**config.mk**
```make
export PLATFORM = sky130hd
export DESIGN_NAME = dma_priority_resolver
export DESIGN_NICKNAME = d
export VERILOG_FILES = /design/src/rtl/dma_pkg.sv /design/src/rtl/dma_pri_encoder.sv /design/src/rtl/dma_priority_resolver.sv
export SDC_FILE = /design/constraint.sdc
export NUM_CORES = 1
export LEC_CHECK = 0
export CORE_ASPECT_RATIO = 1.2
export CORE_UTILIZATION = 30
export DETAILED_ROUTE_END_ITERATION = 8
export PLACE_DENSITY_LB_ADDON = 0.15
export SYNTH_ARGS = -nofsm -noshare
export SYNTH_HDL_FRONTEND = slang
export SYNTH_SLANG_ARGS = --single-unit
```
**constraint.sdc**
```tcl
create_clock -name CLK -period 1.8 [get_ports CLK]
set_input_delay 0.18 -clock CLK [delete_from_list [all_inputs] [get_ports CLK]]
set_output_delay 0.18 -clock CLK [all_outputs]
set_load 0.02 [all_outputs]
```
**src/rtl/dma_pkg.sv**
```systemverilog
// rtl/dma_pkg.sv - shared types and constants for the DMA priority resolver
package dma_pkg;

    localparam int NUM_CH = 4;

    // Lowest-priority channel after reset: channel 3, so channel 0 wins first.
    localparam logic [1:0] LOW_PRI_RST = 2'd3;

    typedef enum logic [1:0] {
        IDLE    = 2'd0,
        REQUEST = 2'd1,
        SERVICE = 2'd2
    } dma_pri_state_t;

    // One-hot decode of a channel number.
    function automatic logic [NUM_CH-1:0] ch_onehot(input logic [1:0] ch);
        logic [NUM_CH-1:0] v;
        v = '0;
        v[ch] = 1'b1;
        return v;
    endfunction

endpackage

```
**src/rtl/dma_pri_encoder.sv**
```systemverilog
// rtl/dma_pri_encoder.sv - rotating priority encoder over the effective requests
module dma_pri_encoder
    import dma_pkg::*;
(
    input  logic [NUM_CH-1:0] effReq,
    input  logic [1:0]        lowPri,
    output logic              any,
    output logic [1:0]        winner
);

    logic [1:0] w_idx;
    logic       w_found;

    // Walk the channels starting just above the lowest-priority one; first set bit wins.
    always_comb begin
        winner  = 2'd0;
        w_found = 1'b0;
        w_idx   = 2'd0;
        for (int i = 0; i < NUM_CH; i++) begin
            w_idx = lowPri + 2'(i + 1);
            if (!w_found && effReq[w_idx]) begin
                winner  = w_idx;
                w_found = 1'b1;
            end
        end
    end

    assign any = |effReq;

endmodule

```
**src/rtl/dma_priority_resolver.sv**
```systemverilog
// rtl/dma_priority_resolver.sv - DREQ qualification, arbitration and DACK generation
module dma_priority_resolver
    import dma_pkg::*;
(
    input  logic              CLK,
    input  logic              RESET,
    input  logic [NUM_CH-1:0] DREQ,
    input  logic [NUM_CH-1:0] maskReg,
    input  logic [NUM_CH-1:0] reqReg,
    input  logic              ctrlDisable,
    input  logic              rotatePri,
    input  logic              dreqSenseLow,
    input  logic              dackSenseHigh,
    input  logic              hrq,
    input  logic              validDACK,
    output logic              VALID_DREQ0,
    output logic              VALID_DREQ1,
    output logic              VALID_DREQ2,
    output logic              VALID_DREQ3,
    output logic [NUM_CH-1:0] DACK
);

    dma_pri_state_t    r_state;
    logic [1:0]        r_winner;
    logic [NUM_CH-1:0] r_ack_vec;
    logic [1:0]        r_low_pri;
    logic [NUM_CH-1:0] r_valid;

    dma_pri_state_t    w_state_nxt;
    logic [1:0]        w_winner_nxt;
    logic [NUM_CH-1:0] w_ack_nxt;
    logic [1:0]        w_low_pri_nxt;
    logic [NUM_CH-1:0] w_valid_nxt;

    logic [NUM_CH-1:0] w_eff_req;
    logic [1:0]        w_search_low;
    logic              w_any;
    logic [1:0]        w_enc_winner;

    // Hardware requests honour sense polarity and mask; software requests bypass the mask.
    assign w_eff_req = ((DREQ ^ {NUM_CH{dreqSenseLow}}) & ~maskReg) | reqReg;

    // Fixed mode searches as if channel 3 were lowest; the stored pointer is kept untouched.
    assign w_search_low = rotatePri ? r_low_pri : LOW_PRI_RST;

    dma_pri_encoder u_encoder (
        .effReq (w_eff_req),
        .lowPri (w_search_low),
        .any    (w_any),
        .winner (w_enc_winner)
    );

    // Next-state logic for the request/service handshake with timing-and-control.
    always_comb begin
        w_state_nxt   = r_state;
        w_winner_nxt  = r_winner;
        w_ack_nxt     = r_ack_vec;
        w_low_pri_nxt = r_low_pri;
        case (r_state)
            IDLE: begin
                w_ack_nxt = '0;
                if (!ctrlDisable && w_any) begin
                    w_state_nxt  = REQUEST;
                    w_winner_nxt = w_enc_winner;
                end
            end
            REQUEST: begin
                // validDACK takes precedence over a request dropping in the same cycle.
                if (validDACK) begin
                    w_state_nxt = SERVICE;
                    w_ack_nxt   = ch_onehot(r_winner);
                end else if (!w_eff_req[r_winner]) begin
                    w_state_nxt = IDLE;
                end
            end
            SERVICE: begin
                // Only hrq ends service; request, mask and disable changes are ignored here.
                if (!hrq) begin
                    w_state_nxt = IDLE;
                    w_ack_nxt   = '0;
                    if (rotatePri) begin
                        w_low_pri_nxt = r_winner;
                    end
                end
            end
            default: begin
                w_state_nxt = IDLE;
                w_ack_nxt   = '0;
            end
        endcase
    end

    // VALID_DREQ is computed from next state so it comes straight out of a flop.
    assign w_valid_nxt = (w_state_nxt != IDLE) ? ch_onehot(w_winner_nxt) : '0;

    // State registers with synchronous reset.
    always_ff @(posedge CLK) begin
        if (RESET) begin
            r_state   <= IDLE;
            r_winner  <= 2'd0;
            r_ack_vec <= '0;
            r_low_pri <= LOW_PRI_RST;
            r_valid   <= '0;
        end else begin
            r_state   <= w_state_nxt;
            r_winner  <= w_winner_nxt;
            r_ack_vec <= w_ack_nxt;
            r_low_pri <= w_low_pri_nxt;
            r_valid   <= w_valid_nxt;
        end
    end

    assign VALID_DREQ0 = r_valid[0];
    assign VALID_DREQ1 = r_valid[1];
    assign VALID_DREQ2 = r_valid[2];
    assign VALID_DREQ3 = r_valid[3];

    assign DACK = dackSenseHigh ? r_ack_vec : ~r_ack_vec;

    // Structural invariants of the handshake.
    a_ack_onehot : assert property (@(posedge CLK) disable iff (RESET) $onehot0(r_ack_vec));
    a_valid_onehot : assert property (@(posedge CLK) disable iff (RESET) $onehot0(r_valid));
    a_ack_in_service : assert property (@(posedge CLK) disable iff (RESET)
                                        (r_ack_vec != '0) |-> (r_state == SERVICE));

endmodule
```
-- Word level (Yosys, flattened, before mapping)
Index checks and enable logic that the tools add are counted.
W data, S select, Z words.
- flip-flop bits (word level): 14
- memories: 0
- bits in read-only memories: 0
- output and inout port bits: 8
- input port bits: 20
- bits in writable memories: 0
- logic and storage cells: 76
- bits in latches: 0
- add/sub/neg operators: 3
- divide/modulo/power cells: 0
- mux-type cells: 33
- reductions and logical operators: 16
- multiply operators: 0
- bitwise gates (word level): 7
- magnitude comparators: 8
- eq/ne operators: 4
- shift-type cells: 0
- operator list (operator ; count):
    $mux W2 ; 11
    $lt A2 B3 Y1 const B ; 6
    $mux W4 ; 3
    $bmux W1 S2 ; 5
    $mux W1 ; 10
    $not A4 Y4 ; 2
    $pmux W4 S2 ; 1
    $logic_and A1 B1 Y1 ; 6
    $pmux W2 S3 ; 1
    $add A2 B2 Y2 const B ; 2
    $and A4 B4 Y4 ; 1
    $demux W1 S2 ; 2
    $ge A2 B1 Y1 const B ; 2
    $logic_not A1 Y1 ; 4
    $ne A2 B2 Y1 const B ; 2
    $or A4 B4 Y4 ; 1
    $reduce_or A4 Y1 ; 1
    $xor A4 B4 Y4 ; 1
    $reduce_and A3 Y1 ; 1
    $add A2 B1 Y2 const B ; 1
    $eq A2 B1 Y1 const B ; 1
    $eq A2 B2 Y1 const B ; 1
    $logic_not A2 Y1 ; 1
    $not A1 Y1 ; 2
    3 further kinds ; 3

-- Depth between registers and ports, before layout
Gate-level depths: netlist (run 1).
- depth in word-level cells: 21
- gate-level depth with buffers: 8

-- By module
A second synthesis (run 1) with hierarchy kept.
- cell total of the unflattened synthesis: 94
- area total of the unflattened synthesis: 840.8 um^2
- by module, submodules not included (module ; instances ; sequential area each (um^2) ; area each (um^2) ; cells an instance):
    dma_priority_resolver ; 1 ; 280.3 ; 759.5 ; 80
    dma_pri_encoder ; 1 ; 0.0 ; 81.3 ; 14

-- Least setup slack after synthesis (run 1)
No wires, ideal clock.
- path kind: input-to-reg
- from: input port dreqSenseLow
- to: register r_valid[1]
- required time: 1727 ps
- cell stages on the path: 8
- library setup time: 73 ps
- slack: 111 ps
- arrival: 1617 ps
- path through: buf_6 -> xnor2_2 -> o21ai_4 -> nor4_1 -> or4_1 -> buf_2 -> o32a_1 -> nor3_2
- word-level cells in the longest chain between the ends: 21
- elaborated cells on any way between the ends: 42
- classes of those cells: order compare: 2; mux: 25; bitwise: 4; reduce/logical: 11
- RTL lines (item ; line ; source):
    start, declared ; dma_priority_resolver.sv:12 ; input logic dreqSenseLow,
    $xor A4 B4 Y4 (*) ; dma_priority_resolver.sv:41 ; assign w_eff_req = ((DREQ ^ {NUM_CH{dreqSenseLow}}) & ~maskReg) | reqReg;
    $and A4 B4 Y4 (*) ; dma_priority_resolver.sv:41 ;
    $or A4 B4 Y4 (*) ; dma_priority_resolver.sv:41 ;
    $bmux W1 S2 ; dma_pri_encoder.sv:21 ; if (!w_found && effReq[w_idx]) begin
    $mux W1 (implied by the code) ; dma_pri_encoder.sv:21 ;
    $mux W1 ; dma_pri_encoder.sv:21 ;
    $logic_not A1 Y1 ; dma_pri_encoder.sv:21 ;
    $logic_and A1 B1 Y1 ; dma_pri_encoder.sv:21 ;
    [5 not listed] ; n/a ;
    $logic_and A1 B1 Y1 ; dma_pri_encoder.sv:21 ;
    $mux W2 ; dma_pri_encoder.sv:21 ;
    $mux W2 ; dma_priority_resolver.sv:62 ; if (!ctrlDisable && w_any) begin
    $mux W2 ; dma_priority_resolver.sv:59 ; case (r_state)
    $lt A2 B3 Y1 (implied by the code) or $ge A2 B1 Y1 (tied branches) ; dma_pkg.sv:19 ; v[ch] = 1'b1;
    $logic_and A1 B1 Y1 (implied by the code) ; dma_pkg.sv:19 ;
    $mux W1 (implied by the code) ; dma_pkg.sv:19 ;
    $demux W1 S2 ; dma_pkg.sv:19 ;
    end signal, assigned ; dma_priority_resolver.sv:109 ; r_valid <= w_valid_nxt;
    end, declared ; dma_priority_resolver.sv:27 ; logic [NUM_CH-1:0] r_valid;
Mark *: on every way between the ends. The rest lies on a longest branch, timed or not. The select of a mux whose other input is x is not followed.
A chain may end at the register's enable or synchronous reset.

-- Final worst setup path (run 1)
- from: input port dackSenseHigh
- to: output port DACK[3]
- word-level cells in the longest chain between the ends: 1
- RTL lines (item ; line ; source):
    start, declared ; dma_priority_resolver.sv:13 ; input logic dackSenseHigh,
    $mux W4 ; dma_priority_resolver.sv:118 ; assign DACK = dackSenseHigh ? r_ack_vec : ~r_ack_vec;
    end, declared ; dma_priority_resolver.sv:20 ; output logic [NUM_CH-1:0] DACK
Every way passes these cells.

==> results.toml, run 1 <==
[drt]
drc_errors = 0
dr.pass1.iters = 3
routed_wirelength_microns = 2310
drt_iter0_markers = 9
antenna_left = 0
via_per_inst = 5.18
vias = 959
wl_per_cell_microns = 12.5

[yosys]
synth-seq-cells = 14
yosys.area.top_type = "dfxtp_1"
synth_top_cells_by_area = "dfxtp_1, xnor2_1, a21oi_1, nand3b_1, nor2b_1"
syn_area_sq_um = 936
netlist_instances = 105
synth_edf_count = 0
synth_common_cells = "dfxtp_1, a21oi_1, nor2_1, nor2b_1, xnor2_1"
yosys.area.top_type_share_pct = 29.9
ys_types = 40
ys_async_sr_fraction_pct = 0
synth.net_count = 125
avgSynthCellArea_sq_um = 8.91
yosysSeqAreaShare_pct = 29.9
synth.most_common_cell = "dfxtp_1"
synthFlopType = "dfxtp_1"
yosysWarningCount = 0

[worst_setup_path]
path_delay_family = "buffers and inverters"
cp_max_fo = 4
cp-startpoint = "dackSenseHigh"
cp_common_cell = "clkdlybuf4s50_1"
r2r-start = "r_winner[0]"
cpMaxStageDelayCell = "clkdlybuf4s50_1"
path_cells = "clkdlybuf4s50_1 -> xnor2_1 -> clkdlybuf4s50_1"
timing.rr.end = "r_valid[0]"
cp-end-kind = "output port"
rrSetupSlack_ps = 130
crit_type = "in2out"
startpoint_type = "input port"
critPathCapture = "DACK[3]"
timing.critical_path.buf_inv = 2
cp.arrival_ps = 1540
critical-path-max-stage-delay_ps = 620
critPathRequiredTime_ps = 1620
cp.depth = 3
reg2reg_depth = 6

[min_path]
hold_path.startpoint = "RESET"
hp-class = "in2reg"

[clock_network]
cts_root_buf = "clkbuf_4"
cts_setup_buffers = 0
cts.htree.levels = 1
clkSinkCount = 14
clock_latency_ps = 280
clk_pin_slew_ps = 80
numCtsBuffers = 3
cts_buffer_depth = 2
cts_tree = "built"

[sta]
worst_slack_ps = 80.9
maxSlewViolCount = 0
fin_crit_ps = 1720
finalSetupTns_ps = 0
setup_viol = 0
worst_pin_slew_ps = 410
slew_headroom_pct = 72.4
hold-worst-slack_ps = 497
hold_viol = 0
fin_worst_skew_ps = 4.25
max_freq_mhz = 582
fin_crit_sh_pct = 95.5

[die]
chipHeight_microns = 63.2
die_area_sq_mm = 0.00335
die_x_microns = 53.0
initial_core_util_pct = 32.4
io_pins = 28
core_sq_mm = 0.00289
num_rows = 21

[layout]
layout-drive-gt1-share_pct = 29.8
diodes = 0
final_core_util_pct = 50.8
synthToLayoutAreaGrowth_pct = 57.0
nets = 172
fillers = 301

[pwr]
leakage_nw = 0.593
vdd_ir_drop_max_v = 0.000252
p_per_area_mw_per_mm2 = 564

[global_route]
grt_pass1_vias = 920
grt_util_all_layers_pct = 15.3
grt_max_degree = 11
grt_pass1_wl_microns = 3770
overflow = 0
antenna_found_initial = 0

[run]
cap_violations = 0

[run_status]
outcome = "completed"

[placement]
place_congestion = 0.724
io_buffers = 27
place_ws_ps = -435
dp_hpwl_microns = 1870
registers in the layout, indices dropped and copies added, names as in the netlist:
name,flops
r_state,2
r_winner,2
r_valid,4
r_ack_vec,4
r_low_pri,2
worst min-delay path by stage:
stage / to / slack, ps / depth (start not counted)
2_1_floorplan: r_state[1] / 260 / 1
3_3_place_gp: r_ack_vec[3] / 490 / 2
3_5_place_dp: r_ack_vec[2] / 500 / 2
4_1_cts: r_state[1] / 500 / 2
5_1_grt: r_state[1] / 510 / 2
6_report: r_state[1] / 500 / 2
cell type report:
cell class              count  area [sq um]  share of cell area (%)
inverters                   3          11.3                   0.767
repair buffers             48           437                    29.7
well taps                  34          42.5                    2.90
multi-input cells          82           662                    45.1
clock buffers               4          36.3                    2.47
flip-flops and latches     14           280                    19.1
logic make-up (layout without fill, tap and decap cells):
group	after synthesis	in the layout	share of synthesized area, %
compound gates	40	40	33.8
xor+xnor	8	8	9.09
buf+inv	9	55	4.54
flops	14	14	29.9
simple gates	34	34	22.6
timing repair:
action                     4_1_cts  5_1_grt
gates resized for setup          1       16
pin swaps                        0       10
setup endpoints to repair        6        5
hold buffers                     0        0
hold endpoints to repair         0        0
gates cloned                     0        0
power breakdown:
part / total (mW) / internal [mW] / switching [mW]
logic: 0.268 / 0.151 / 0.117
registers: 0.334 / 0.322 / 0.0120
clock network: 0.227 / 0.123 / 0.103
total: 0.828 / 0.596 / 0.232
per-layer routing:
layer | routed length, microns | GRT usage [%] | vias up
li1 | - | - | 482
met1 | 973 | 17.3 | 448
met2 | 1200 | 26.1 | 24
met3 | 70 | 1.45 | 5
met4 | 63 | 9.87 | 0
met5 | 0 | 0 | -
cell usage in the layout, fill, tap and decap left out, types with 2 or more instances in the layout:
cell type and n:
a21o_1 2, nand2b_1 2, and3b_1 2, a22oi_1 3
a211oi_1 3, clkbuf_4 3, nor2b_1 6, dlymetal6s2s_1 4
buf_4 20, o21bai_2 2, xnor2_2 4, a32oi_1 2
a21oi_1 5, dfxtp_1 14, a21oi_2 4, nor2_1 6
a211o_1 3, inv_1 3, nand3b_1 5, xnor2_1 4
o21ai_0 4, nor3_1 2, clkdlybuf4s50_1 22, nand2_1 3
per-stage QoR:
stage / std cells / area, sq um / total power [mW]
after global placement: 181 / 1380 / 0.594
after global routing: 185 / 1470 / 0.879
after CTS: 185 / 1410 / 0.822
after floorplan: 105 / 936 / 0.462
final: 185 / 1470 / 0.828
after detailed placement: 181 / 1380 / 0.596
Note: power is estimated with default switching activity, not from simulation.
==> run 2, diff against run 1 <==
--- a/config.mk
+++ b/config.mk
@@ -5,6 +5,7 @@
 export SDC_FILE = /design/constraint.sdc
 export NUM_CORES = 1
 export LEC_CHECK = 0
+export ABC_AREA = 1
 export CORE_ASPECT_RATIO = 1.2
 export CORE_UTILIZATION = 30
 export DETAILED_ROUTE_END_ITERATION = 8
==> run 2 against run 1 <==
Effect of this change:
- critical path type unchanged
- cell count grew 34%
- largest power group unchanged
- sequential power about the same
- first-iteration DRC count grew to 4.1 times the previous value
- clock power up 36%
==> results.toml, run 2 <==
[run_status]
outcome = "completed"

[yosys]
synth-simple-area-share_pct = 48.2
ys_async_sr_fraction_pct = 0
yosysSeqAreaShare_pct = 26.5
yosys.area.top_type_share_pct = 26.5
synth-xor-area-share_pct = 3.31
synth_common_cells = "nand2_1, inv_1, nand3_1"
synth_top_cells_by_area = "dfxtp_1, nand2_1, nand3_1, inv_1, nand3_2"
ys_types = 23
synth_fa_ha_area_share_pct = 0
synth_top_family_by_area = "simple AND/OR/NAND/NOR gates"
synth.area.mux_share_pct = 0
avgSynthCellArea_sq_um = 6.15
synth-seq-cells = 14
synth.net_count = 192
synthFlopType = "dfxtp_1"
synth_compound_area_share_pct = 9.69
yosys.area.top_type = "dfxtp_1"
netlist_instances = 172
synth.most_common_cell = "nand2_1"
syn_area_sq_mm = 0.00106
synth_edf_count = 0
yosysWarningCount = 0

[layout]
largestRegisters = "r_ack_vec x4, r_valid x4"
layout-drive-gt1-share_pct = 17.1
final_cell_mix = "nand2_1, inv_1, nand3_1"
stdcell_area_sq_mm = 0.00152
diodes = 0
synthToLayoutAreaGrowth_pct = 43.4
nets = 232
finalNonFillerCells = 248
final_core_util_pct = 45.1
layout_commonest_cell = "nand2_1"

[global_route]
grt_util_all_layers_pct = 16.0
grt_max_degree = 9
grt_pass1_wl_microns = 4800
grt_pass1_vias = 1142
antenna_found_initial = 0
overflow = 0

[drt]
drt_iter0_markers = 37
vias = 1199
drc_errors = 0
via_per_inst = 4.83
wl_per_cell_microns = 11.2
routed_wirelength_microns = 2790
antenna_left = 0
dr.pass1.iters = 4

[clock_network]
cts_root_buf = "clkbuf_8"
clock_latency_ps = 250
clk_pin_slew_ps = 60
cts_tree = "built"
numCtsBuffers = 3
cts.htree.levels = 1
ctsHoldBuffers = 0
clkSinkCount = 14
cts_buffer_depth = 2

[worst_setup_path]
reg2reg_depth = 11
startpoint_type = "input port"
critPathRequiredTime_ps = 1620
cp.arrival_ps = 1530
cp-end-kind = "output port"
cp_max_fo = 4
crit_type = "in2out"

[sta]
hold_viol = 0
maxSlewViolCount = 0
fin_crit_sh_pct = 94.7
max_freq_mhz = 586
finalSetupTns_ps = 0
slew_headroom_pct = 69.1
setup_viol = 0
fin_worst_skew_ps = 3.60
worst_pin_slew_ps = 458
fin_crit_ps = 1710
rsz0062_at_grt = "true"

[placement]
dp_hpwl_microns = 2350
io_buffers = 27
place_congestion = 0.847
place_area_sq_mm = 0.00143
post-place-cells = 243

[die]
core_sq_mm = 0.00337
die_x_microns = 56.2
initial_core_util_pct = 31.4
num_rows = 23
chipHeight_microns = 67.1
io_pins = 28
die_area_sq_mm = 0.00377

[pwr]
leakage_nw = 0.770
p_per_area_mw_per_mm2 = 580
vdd_ir_drop_max_v = 0.000379

[run]
cap_violations = 0

[min_path]
holdPathStages = 2
hp-class = "reg2reg"
run 2: cell count changes in the layout (fill, tap and decap cells not counted), moves of 7 or more:
| cell | change |
|---|---|
| nand3_1 | +27 |
| nor2_1 | +7 |
| nand2_1 | +41 |
| buf_4 | -11 |
| inv_1 | +26 |
| nand3_2 | +7 |
run 2: worst paths after layout:
kind	from	to	slack [ps]
worst min-delay path	r_ack_vec[2]	r_ack_vec[2]	480
worst max register to register	r_low_pri[1]	r_valid[3]	150
worst max-delay path	dackSenseHigh	DACK[0]	90
worst min register to register	r_ack_vec[2]	r_ack_vec[2]	480
run 2: cell type report:
| class | instances | area [sq um] |
|---|---|---|
| Timing Repair Buffer | 36 | 343 |
| Fill cell | 352 | 1850 |
| Tap cell | 37 | 46.3 |
| Sequential cell | 14 | 282 |
| Clock buffer | 4 | 55.1 |
| Multi-Input combinational cell | 124 | 666 |
| Inverter | 33 | 126 |
run 2: critical path: stages:
cell             delay (ps)
clkdlybuf4s50_1         580
xnor2_1                 150
clkdlybuf4s50_1         620
run 2: kinds of logic (layout without fill, tap and decap cells):
family | after synthesis | count (layout)
xor+xnor | 4 | 4
compound gates | 16 | 16
flops | 14 | 14
buf+inv | 34 | 73
simple gates | 104 | 104
run 2: timing repair:
action                                 CTS  global route
gates resized for setup                  0             7
endpoints found under the hold margin    0             0
buffers inserted                         0             1
setup endpoints to repair                0             6
run 2: routing by layer:
metal,GRT usage [%],up-vias,wire (microns)
li1,-,629,-
met3,1.17,4,84
met1,17.9,544,1200
met4,5.49,0,32
met5,0,-,0
met2,31.5,22,1470
run 2: through the flow:
step	power, mW	hold WS [ps]	setup slack [ps]
final	0.880	476	94.6
after global routing	0.932	496	-26.8
after CTS	0.887	479	38.0
after detailed placement	0.577	469	-215
after global placement	0.573	465	-158
after floorplan	0.469	249	342
run 2: where the power goes:
group | leakage, nW | total [mW] | switching, mW | internal, mW
Sequential | 0.113 | 0.333 | 0.0101 | 0.323
Combinational | 0.628 | 0.239 | 0.130 | 0.109
Clock | 0.0288 | 0.308 | 0.115 | 0.194
